<file path="src/rtl/dist_arbiter_pkg.sv">
// Shared types for the dist_calc arbiter: number format, matrix layout,
// FSM state encoding and the watchdog width helper.
package dist_arbiter_pkg;

   localparam int NUMBER_BITS = 16;
   localparam int REAL        = 0;
   localparam int IMAG        = 1;
   localparam int DIST2_BITS  = 2 * (NUMBER_BITS + 3) + 1;

   // 2x2 complex matrix: [row][col][REAL/IMAG][bits]
   typedef logic [1:0][1:0][IMAG:REAL][NUMBER_BITS-1:0] mtx_t;

   typedef enum logic [2:0] {
      IDLE      = 3'd0,
      LAUNCH    = 3'd1,
      WAIT_BUSY = 3'd2,
      WAIT_DONE = 3'd3,
      RESPOND   = 3'd4
   } dist_arb_state_t;

   // Index offs positions after base, wrapping at n (base < n, offs < n).
   function automatic int wrap_idx(input int base, input int offs, input int n);
      int s;
      s = base + offs;
      return (s >= n) ? s - n : s;
   endfunction

   // Watchdog counter width: wide enough for the limit, clamped to 8..16 bits.
   function automatic int wd_width(input int limit);
      int w;
      w = $clog2(limit + 1);
      if (w < 8) begin
         w = 8;
      end else if (w > 16) begin
         w = 16;
      end
      return w;
   endfunction

endpackage

</file>
<file path="src/rtl/dist_arbiter_rr_pick.sv">
// Combinational round-robin picker: first asserted request at or after
// rr_ptr, wrapping modulo NUM_REQ.
module rr_pick
   import dist_arbiter_pkg::*;
#(
   parameter  int NUM_REQ = 4,
   localparam int ID_W    = $clog2(NUM_REQ)
) (
   input  logic [NUM_REQ-1:0] req,
   input  logic [ID_W-1:0]    rr_ptr,
   output logic               any,
   output logic [NUM_REQ-1:0] sel,
   output logic [ID_W-1:0]    id
);

   logic [ID_W-1:0] cand [NUM_REQ];

   for (genvar gi = 0; gi < NUM_REQ; gi++) begin : g_cand
      assign cand[gi] = ID_W'(wrap_idx(int'(rr_ptr), gi, NUM_REQ));
   end

   // Scan from farthest to nearest so the candidate closest to rr_ptr wins.
   always_comb begin
      any = 1'b0;
      id  = '0;
      for (int k = NUM_REQ - 1; k >= 0; k--) begin
         if (req[cand[k]]) begin
            any = 1'b1;
            id  = cand[k];
         end
      end
   end

   for (genvar gi = 0; gi < NUM_REQ; gi++) begin : g_sel
      assign sel[gi] = any && (id == ID_W'(gi));
   end

endmodule

</file>
<file path="src/rtl/dist_arbiter.sv">
// Round-robin arbiter/sequencer sharing one dist_calc between NUM_REQ lanes.
// Optional watchdog on the wait states is enabled by DIST_ARB_TIMEOUT_EN.
module dist_arbiter
   import dist_arbiter_pkg::*;
#(
   parameter  int NUM_REQ        = 4,
   parameter  int TIMEOUT_CYCLES = 255,
   localparam int ID_W           = $clog2(NUM_REQ)
) (
   input  logic                  clk,
   input  logic                  reset,
   input  logic [NUM_REQ-1:0]    req,
   input  mtx_t                  req_mtx_a [NUM_REQ],
   input  mtx_t                  req_mtx_b [NUM_REQ],
   output logic [NUM_REQ-1:0]    gnt,
   output logic                  rsp_valid,
   output logic [ID_W-1:0]       rsp_id,
   output logic [DIST2_BITS-1:0] rsp_dist2,
   output logic                  rsp_err,
   output mtx_t                  calc_mtx_a,
   output mtx_t                  calc_mtx_b,
   output logic                  calc_ready,
   input  logic [DIST2_BITS-1:0] calc_dist2,
   input  logic                  calc_finished
);

   dist_arb_state_t state_reg, state_next;

   logic [ID_W-1:0]       rr_ptr_reg;
   logic [ID_W-1:0]       cur_id_reg;
   logic [NUM_REQ-1:0]    gnt_reg, gnt_next;
   logic                  calc_ready_reg, calc_ready_next;
   logic                  rsp_valid_reg, rsp_valid_next;
   logic [ID_W-1:0]       rsp_id_reg;
   logic [DIST2_BITS-1:0] rsp_dist2_reg;
   mtx_t                  calc_mtx_a_reg, calc_mtx_b_reg;

   logic                  pick_any;
   logic [NUM_REQ-1:0]    pick_sel;
   logic [ID_W-1:0]       pick_id;
   logic                  grant_fire;
   logic                  done_fire;
   logic                  wd_expired;

   rr_pick #(
      .NUM_REQ (NUM_REQ)
   ) u_rr_pick (
      .req    (req),
      .rr_ptr (rr_ptr_reg),
      .any    (pick_any),
      .sel    (pick_sel),
      .id     (pick_id)
   );

   always_ff @(posedge clk) begin
      if (!reset) begin
         state_reg <= IDLE;
      end else begin
         state_reg <= state_next;
      end
   end

   // Expiry is tested first so a timeout is never lost to the busy edge.
   always_comb begin
      state_next = state_reg;
      case (state_reg)
         IDLE: begin
            if (pick_any && calc_finished) begin
               state_next = LAUNCH;
            end
         end
         LAUNCH: begin
            state_next = WAIT_BUSY;
         end
         WAIT_BUSY: begin
            if (wd_expired) begin
               state_next = RESPOND;
            end else if (!calc_finished) begin
               state_next = WAIT_DONE;
            end
         end
         WAIT_DONE: begin
            if (calc_finished || wd_expired) begin
               state_next = RESPOND;
            end
         end
         RESPOND: begin
            state_next = IDLE;
         end
         default: begin
            state_next = IDLE;
         end
      endcase
   end

   always_comb begin
      gnt_next        = '0;
      calc_ready_next = 1'b0;
      rsp_valid_next  = 1'b0;
      grant_fire      = 1'b0;
      done_fire       = 1'b0;
      case (state_reg)
         IDLE: begin
            if (pick_any && calc_finished) begin
               grant_fire = 1'b1;
               gnt_next   = pick_sel;
            end
         end
         LAUNCH: begin
            calc_ready_next = 1'b1;
         end
         WAIT_BUSY: begin
            rsp_valid_next = wd_expired;
         end
         WAIT_DONE: begin
            done_fire      = calc_finished;
            rsp_valid_next = calc_finished || wd_expired;
         end
         default: begin
         end
      endcase
   end

   // Operands only move on a grant: dist_calc reads them for its whole run.
   always_ff @(posedge clk) begin
      if (!reset) begin
         rr_ptr_reg     <= '0;
         cur_id_reg     <= '0;
         gnt_reg        <= '0;
         calc_ready_reg <= 1'b0;
         rsp_valid_reg  <= 1'b0;
         rsp_id_reg     <= '0;
         rsp_dist2_reg  <= '0;
         calc_mtx_a_reg <= '0;
         calc_mtx_b_reg <= '0;
      end else begin
         gnt_reg        <= gnt_next;
         calc_ready_reg <= calc_ready_next;
         rsp_valid_reg  <= rsp_valid_next;
         if (grant_fire) begin
            cur_id_reg     <= pick_id;
            rr_ptr_reg     <= (pick_id == ID_W'(NUM_REQ - 1)) ? '0 : pick_id + 1'b1;
            calc_mtx_a_reg <= req_mtx_a[pick_id];
            calc_mtx_b_reg <= req_mtx_b[pick_id];
         end
         if (done_fire) begin
            rsp_dist2_reg <= calc_dist2;
         end
         if (rsp_valid_next) begin
            rsp_id_reg <= cur_id_reg;
         end
      end
   end

`ifdef DIST_ARB_TIMEOUT_EN
   localparam int WD_W = wd_width(TIMEOUT_CYCLES);

   logic [WD_W-1:0] wd_cnt_reg;
   logic            rsp_err_reg;
   logic            in_wait;

   assign in_wait    = (state_reg == WAIT_BUSY) || (state_reg == WAIT_DONE);
   assign wd_expired = in_wait && (wd_cnt_reg == WD_W'(TIMEOUT_CYCLES - 1));

   always_ff @(posedge clk) begin
      if (!reset) begin
         wd_cnt_reg <= '0;
      end else if (state_next == LAUNCH) begin
         wd_cnt_reg <= '0;
      end else if (in_wait) begin
         wd_cnt_reg <= wd_cnt_reg + 1'b1;
      end
   end

   // An error response keeps the previous rsp_dist2; only the flag changes.
   always_ff @(posedge clk) begin
      if (!reset) begin
         rsp_err_reg <= 1'b0;
      end else if (rsp_valid_next) begin
         rsp_err_reg <= !done_fire;
      end
   end

   assign rsp_err = rsp_err_reg;
`else
   assign wd_expired = 1'b0;
   assign rsp_err    = 1'b0;
`endif

   assign gnt        = gnt_reg;
   assign calc_ready = calc_ready_reg;
   assign rsp_valid  = rsp_valid_reg;
   assign rsp_id     = rsp_id_reg;
   assign rsp_dist2  = rsp_dist2_reg;
   assign calc_mtx_a = calc_mtx_a_reg;
   assign calc_mtx_b = calc_mtx_b_reg;

endmodule

</file>
<file path="config.mk">
export PLATFORM = sky130hd
export DESIGN_NAME = dist_arbiter
export DESIGN_NICKNAME = d
export VERILOG_FILES = /design/src/rtl/dist_arbiter_pkg.sv /design/src/rtl/dist_arbiter_rr_pick.sv /design/src/rtl/dist_arbiter.sv
export SDC_FILE = /design/constraint.sdc
export NUM_CORES = 1
export LEC_CHECK = 0
export ABC_AREA = 1
export CORE_AREA = 2 2 531 533
export CTS_BUF_LIST = sky130_fd_sc_hd__clkbuf_8 sky130_fd_sc_hd__clkbuf_16
export CTS_CLUSTER_DIAMETER = 60
export CTS_CLUSTER_SIZE = 8
export DETAILED_ROUTE_END_ITERATION = 8
export DIE_AREA = 0 0 533 535
export GPL_TIMING_DRIVEN = 0
export PLACE_DENSITY_LB_ADDON = 0.25
export SLEW_MARGIN = 20
export SYNTH_ARGS = -nofsm -noshare
export SYNTH_HDL_FRONTEND = slang
export SYNTH_SLANG_ARGS = --single-unit
</file>
<file path="constraint.sdc">
create_clock -name clk -period 2.7 [get_ports clk]
set_input_delay 0.405 -clock clk [delete_from_list [all_inputs] [get_ports clk]]
set_output_delay 0.405 -clock clk [all_outputs]
set_load 0.005 [all_outputs]
</file>
# [After elaboration in Yosys (flattened, before gate mapping)]
# Index checks and enable logic that the tools add are counted.
[classes] n_addsub=8 magnitude_cmp=9 eq_ne=9 mux=35 bitwise=1 n_reduce_logical=9
[op_table] operator="128-bit binary-select mux with 2-bit select" n=2
[op_table] operator="128-bit 2-to-1 mux" n=4
[op_table] operator="2-bit 2-to-1 mux" n=9
[op_table] operator="3-bit greater-or-equal comparator (second input constant)" n=4
[op_table] operator="2-bit by 3-bit less-than comparator with 1-bit output (second input constant)" n=4
[op_table] operator="1-bit 2-to-1 mux" n=12
[op_table] operator="3-bit one-hot mux with 4 select lines" n=1
[op_table] operator="3-bit 2-to-1 mux" n=3
[op_table] operator="1-bit binary-select mux with 2-bit select" n=4
[op_table] operator="2-bit by 1-bit subtractor with 2-bit output (second input constant)" n=4
[op_table] operator="2-bit by 2-bit adder with 3-bit output (second input constant)" n=2
[op_table] operator="3-bit by 2-bit equality test with 1-bit output (second input constant)" n=2
[op_table] operator="2-bit inequality test (second input constant)" n=3
[op_table] operator="3-bit AND reduction" n=2
[op_table] operator="1-bit logical AND" n=5
[op_table] operator="2-bit equality test (second input constant)" n=2
[op_table] operator="2-bit by 1-bit adder with 3-bit output (second input constant)" n=1
[op_table] operator="3-bit by 1-bit equality test with 1-bit output (second input constant)" n=1
[op_table] operator="2-bit by 3-bit greater-or-equal comparator with 1-bit output (second input constant)" n=1
[op_table] operator="3-bit zero test" n=1
[op_table] operator="2-bit inverter with 3-bit output" n=1
[op_table] operator="2-bit by 1-bit adder with 2-bit output (second input constant)" n=1
[op_table] operator="2-bit by 1-bit equality test with 1-bit output (second input constant)" n=1
[op_table] operator="2-bit zero test" n=1
[word_totals] ff_bits=310 inputBits=1070 output_inout_bits=304 elab_cells=95

# [Longest topological paths before layout]
[logic_depth] ltp_word=13 ltp_mapped=16 depth_no_buf=14

# [By module]
# A second synthesis with hierarchy kept.
[unflattened] hier_cells=3386 hier_area_um2=19124.6
[modules_own_cells] mod="dist_arbiter" n_inst=1 cells_each=3331 area_each_um2=18883.1 seq_area_each_um2=6206.0
[modules_own_cells] mod="rr_pick" n_inst=1 cells_each=55 area_each_um2=241.5 seq_area_each_um2=0.0

# [Least setup slack after synthesis]
# Ideal clock, no wire load.
[synth_path] kind="register -> register" from="reg rr_ptr_reg[0]" to="reg rr_ptr_reg[1]" setup_ps=119 arrival_ps=1850 path_slack_ps=730 stages_incl_launch_ff=15 path_buffers=3 period_less_slack_ps=1970 path_cell_list="dfxtp_1 buf_6 nand2_1 o21ai_1 nand2_1 nand2_1 inv_2 nand2_2 nand2_2 nand2_1 buf_2 buf_2 ha_1 o21ai_0 a21oi_1"
[synth_via] word_cells_on_any_way=37 cone_classes="8 x add/sub; 4 x order compare; 1 x eq/ne; 23 x mux; 1 x reduce/logical"
[synth_rtl] element="start: declaration" line_no="dist_arbiter.sv:29" source="logic [ID_W-1:0] rr_ptr_reg;"
[synth_rtl] element="start signal: assignment" line_no="dist_arbiter.sv:142" source="rr_ptr_reg <= (pick_id == ID_W'(NUM_REQ - 1)) ? '0 : pick_id + 1'b1;"
[synth_rtl] element="2-bit by 2-bit adder with 3-bit output" line_no="dist_arbiter_pkg.sv:24" source="s = base + offs;"
[synth_rtl] element="3-bit greater-or-equal comparator or 2-bit by 1-bit subtractor with 2-bit output (tied branches)" line_no="dist_arbiter_pkg.sv:25" source="return (s >= n) ? s - n : s;"
[synth_rtl] element="2-bit 2-to-1 mux" line_no="dist_arbiter_pkg.sv:25"
[synth_rtl] element="1-bit binary-select mux with 2-bit select" line_no="dist_arbiter_rr_pick.sv:27" source="if (req[cand[k]]) begin"
[synth_rtl] element="1-bit 2-to-1 mux (not written as such)" line_no="dist_arbiter_rr_pick.sv:27"
[synth_rtl] element="2-bit 2-to-1 mux (3 in series)" line_no="dist_arbiter_rr_pick.sv:27"
[synth_rtl] element="2-bit 2-to-1 mux *" line_no="dist_arbiter_rr_pick.sv:27"
[synth_rtl] element="net pick_id[0]" line_no="dist_arbiter.sv:40" source="logic [ID_W-1:0] pick_id;"
[synth_rtl] element="2-bit by 1-bit adder with 2-bit output or 2-bit equality test (tied branches)" line_no="dist_arbiter.sv:142"
[synth_rtl] element="2-bit 2-to-1 mux *" line_no="dist_arbiter.sv:142"
# Mark *: on every way through the listed nets, which the timed path passes. The rest lies on a longest branch. The select of a mux whose other input is x is not followed.
# A chain may end at the register's enable or synchronous reset.

# [Final worst setup path]
[layout_path] from="reg rr_ptr_reg[0]" to="reg calc_mtx_a_reg, in the netlist calc_mtx_a[42]"
[layout_via] elab_chain_cells=13 word_cells_on_any_way=38 cone_classes="7 x add/sub; 4 x order compare; 25 x mux; 1 x bitwise; 1 x reduce/logical"
[layout_lines] element="2-bit by 2-bit adder with 3-bit output" line_no="dist_arbiter_pkg.sv:24"
[layout_lines] element="3-bit greater-or-equal comparator or 2-bit by 1-bit subtractor with 2-bit output (tied branches)" line_no="dist_arbiter_pkg.sv:25"
[layout_lines] element="2-bit 2-to-1 mux" line_no="dist_arbiter_pkg.sv:25"
[layout_lines] element="1-bit binary-select mux with 2-bit select" line_no="dist_arbiter_rr_pick.sv:27"
[layout_lines] element="1-bit 2-to-1 mux (not written as such)" line_no="dist_arbiter_rr_pick.sv:27"
[layout_lines] element="2-bit 2-to-1 mux (4 in series)" line_no="dist_arbiter_rr_pick.sv:27"
[layout_lines] element="2-bit inverter with 3-bit output (not written as such)" line_no="dist_arbiter.sv:143" source="calc_mtx_a_reg <= req_mtx_a[pick_id];"
[layout_lines] element="128-bit binary-select mux with 2-bit select" line_no="dist_arbiter.sv:143"
[layout_lines] element="128-bit 2-to-1 mux (not written as such) (2 in series)" line_no="dist_arbiter.sv:143"
[layout_lines] element="end signal: assignment" line_no="dist_arbiter.sv:143"
[layout_lines] element="end: declaration" line_no="dist_arbiter.sv:36" source="mtx_t calc_mtx_a_reg, calc_mtx_b_reg;"
# Several ways; a longest one is shown, not always the timed one. The select of a mux whose other input is x is not followed.

==> run_results.csv <==
group,metric,value,unit
sta,clock_skew,0.02847,ns
pwr,vdd_ir_drop_max,0.5732,mV
die,die_h,535,um
finish,finalInstanceArea,47500,um2
die,num_rows,194,
placed_design,gp_congestion,0.9456,
yosys,ys_types,28,
die,pin_count,1374,
yosys,synth_top_area_frac,0.2954,
sta,rsz0062_at_grt,"yes",
sta,worst_hold_slack,0.3096,ns
yosys,yosys_warnings,0,
routing,drt_iter0_markers,2605,
clocking,insertion_delay,0.70,ns
clocking,cts-root-buf,"clkbuf_16",
pwr,pwr-share-clk,0.142,
pwr,total_power,64.35,mW
pwr,pwr-share-comb,0.745,
sta,max_slew_margin,0.4042,
yosys,synthesis.nets,5530,
grt,antenna_found_initial,211,
sta,drv_slew,0,
yosys,netlist_area,25340,um2
grt,grt_util_all_layers,0.1868,
sta,fmax,377.5,MHz
worst_setup_path,arrival,3.23,ns
sta,fin_crit,2.649,ns
worst_setup_path,r2r_setup_slack,0.05,ns
routing,ant_nets,0,
sta,finalSetupViolCount,0,
finish,syn_to_final_growth,87.42,%
placed_design,portBuffers,1370,
worst_setup_path,critPathMaxFanout,10,
placed_design,place_ws,-1.620,ns
worst_setup_path,rr_endpoint,"calc_mtx_a[42]$_SDFFE_PN0P_",
finish,drive_above_1_share,0.08745,
finish,final_cell_mix,"1,431 x nand3_1, 1,370 x clkdlybuf4s50_1, 1,251 x inv_1",
grt,gr-usage-met3,0.06652,
yosys,synth.avg_cell_area,5.687,um2
routing,wirelength,279.4,mm
sta,fin_ws,0.05075,ns
worst_hold_path,holdPathEnd,"rsp_dist2[28]$_SDFFE_PN0P_",
worst_hold_path,holdCritStartpoint,"calc_dist2[28]",
clocking,cts_tree,"done",
worst_setup_path,rr_startpoint,"rr_ptr_reg[0]$_SDFFE_PN0P_",
routing,drc,0,
clocking,htree_num_levels,3,
grt,met2_usage,0.3184,
pwr,p_int,27.89,mW
pwr,power_density,1355,nW/um2
grt,use_met1,0.2190,
yosys,synthCells,4456,
yosys,synth_area_leaders,"nand3_1 30%, dfxtp_1 24%, inv_1 18%",
worst_setup_path,critPathRequiredTime,3.28,ns
clocking,clkSinkCount,310,
run_status,status,"complete, no violations",
sta,fin_tns_setup,0,ns
sta,hold_viol_final,0,
die,start_util,0.09087,
grt,grt_remaining_overflow,0,
yosys,synth_top_area_cell,"nand3_1",
yosys,synth_seq_area_share,0.2449,
placed_design,placedCellCount,9553,
grt,grt_max_degree,12,
pwr,p_sw_frac,0.5665,
grt,top_usage_layer,"met2",
worst_setup_path,crit_type,"flip-flop to flip-flop",
worst_setup_path,crit_path_start_kind,"flip-flop",
clocking,cts_buffers,69,
die,die_area,285200,um2
routing,num_vias,36150,
clocking,ctsHoldBuffers,0,
clocking,cts_buffer_depth,3,
pwr,seq_power_share,0.114,
routing,drtPass1Iterations,6,
placed_design,place_area,43810,um2
finish,final_util,0.1703,
finish,final_common_cell,"nand3_1",
run,maxCapViolations,0,
die,core,278900,um2
die,dieWidth,533,um
worst_setup_path,r2r_cells,15,
pwr,p_switching,36.45,mW
finish,final_cells,9731,
finish,nets,6982,
clocking,clkTransAtPathRegs,0.05,ns
worst_hold_path,whs_path_depth,3,
sta,worst_slew_pin_slew,0.8936,ns
routing,viasPerCell,3.715,
sta,finalCritPeriodShare,0.9812,
worst_hold_path,min_path_type,"input pin to flip-flop",
yosys,synth_seq_cells,310,
worst_setup_path,end_kind,"flip-flop",
grt,grt_pass1_wl,350.4,mm
pwr,p_leak,23.19,nW
routing,avgRoutedWirePerCell,28.71,um
placed_design,dpl.hpwl,243.6,mm
grt,grt_pass1_vias,35340,
kinds of logic after synthesis:
family,count (synthesis),synth area share
compound gates,292,0.08191
fa+ha+maj,4,0.001975
buf+inv,1600,0.2615
flops,310,0.2449
other cells,1,0.0001480
simple gates,2249,0.4096
timing repair:
item                       4_1_cts  5_1_grt
gates cloned                     0        4
resized for setup              139      152
setup buffers                    4        2
pin swaps                        2        2
setup endpoints to repair      264      240
worst max-delay path by stage:
stage | startpoint | to | depth (start not counted)
after floorplan | rr_ptr_reg[0]$_SDFFE_PN0P_ | rr_ptr_reg[1]$_SDFFE_PN0P_ | 14
after global placement | req[1] | calc_mtx_b[13]$_SDFFE_PN0P_ | 13
after detailed placement | req[2] | calc_mtx_b[28]$_SDFFE_PN0P_ | 16
after CTS | rr_ptr_reg[0]$_SDFFE_PN0P_ | calc_mtx_b[90]$_SDFFE_PN0P_ | 15
after global routing | rr_ptr_reg[0]$_SDFFE_PN0P_ | calc_mtx_a[36]$_SDFFE_PN0P_ | 15
final | rr_ptr_reg[0]$_SDFFE_PN0P_ | calc_mtx_a[42]$_SDFFE_PN0P_ | 15
synth_stat cells:
cell / n
o21a_1: 239
nand2_1: 718
o21ai_1: 1
buf_2: 223
buf_6: 32
nor2_2: 1
nor2_1: 18
inv_2: 7
ha_1: 4
a21oi_1: 42
nand3_1: 1496
inv_1: 1245
nor3_1: 2
dfxtp_1: 310
o31ai_1: 2
o21bai_1: 1
nand2_2: 6
and2_1: 1
o21ai_2: 1
buf_4: 27
o211ai_1: 2
nand3b_1: 1
buf_1: 5
nor2_4: 3
clkbuf_1: 61
o21ai_0: 4
conb_1: 1
nand3_2: 3
layout make-up:
| class | instances | area, um2 |
|---|---|---|
| clock buffers | 77 | 1837 |
| flip-flops and latches | 310 | 6207 |
| clock inverters | 44 | 534.3 |
| fillers | 32160 | 231400 |
| well taps | 3724 | 4659 |
| multi-input cells | 2546 | 12950 |
| inverters | 1252 | 4710 |
| plain buffers | 346 | 2495 |
| repair buffers | 1383 | 13980 |
| diodes | 49 | 122.6 |
power by group through the flow:
stage	registers, mW	clock network [mW]	logic (mW)
after floorplan	7.19	0	21.7
after global placement	7.31	0	44.6
after detailed placement	7.38	0	45.3
after CTS	7.32	9.43	46.9
after global routing	7.50	9.55	51.6
final	7.33	9.11	47.9
routing by layer:
metal	part of all wire	vias to the layer above	routed length, um
li1	-	16700	-
met1	0.40	17060	111100
met2	0.47	1865	132000
met3	0.097	428	26970
met4	0.031	102	8685
met5	0.0022	-	623
worst max-delay path, cell delays in order (launching register included):
cell and delay, ns:
dfxtp_2 0.37, buf_6 0.16, nand2_1 0.07, o21ai_2 0.07, nand2_1 0.14, nand2_1 0.12
inv_2 0.07, nand3_2 0.16, buf_12 0.19, buf_8 0.23, clkbuf_4 0.27, nand3_1 0.15
nand3_1 0.18, nand3_1 0.12, nand2_1 0.08, inv_1 0.03
(Power assumes the default switching activity.)
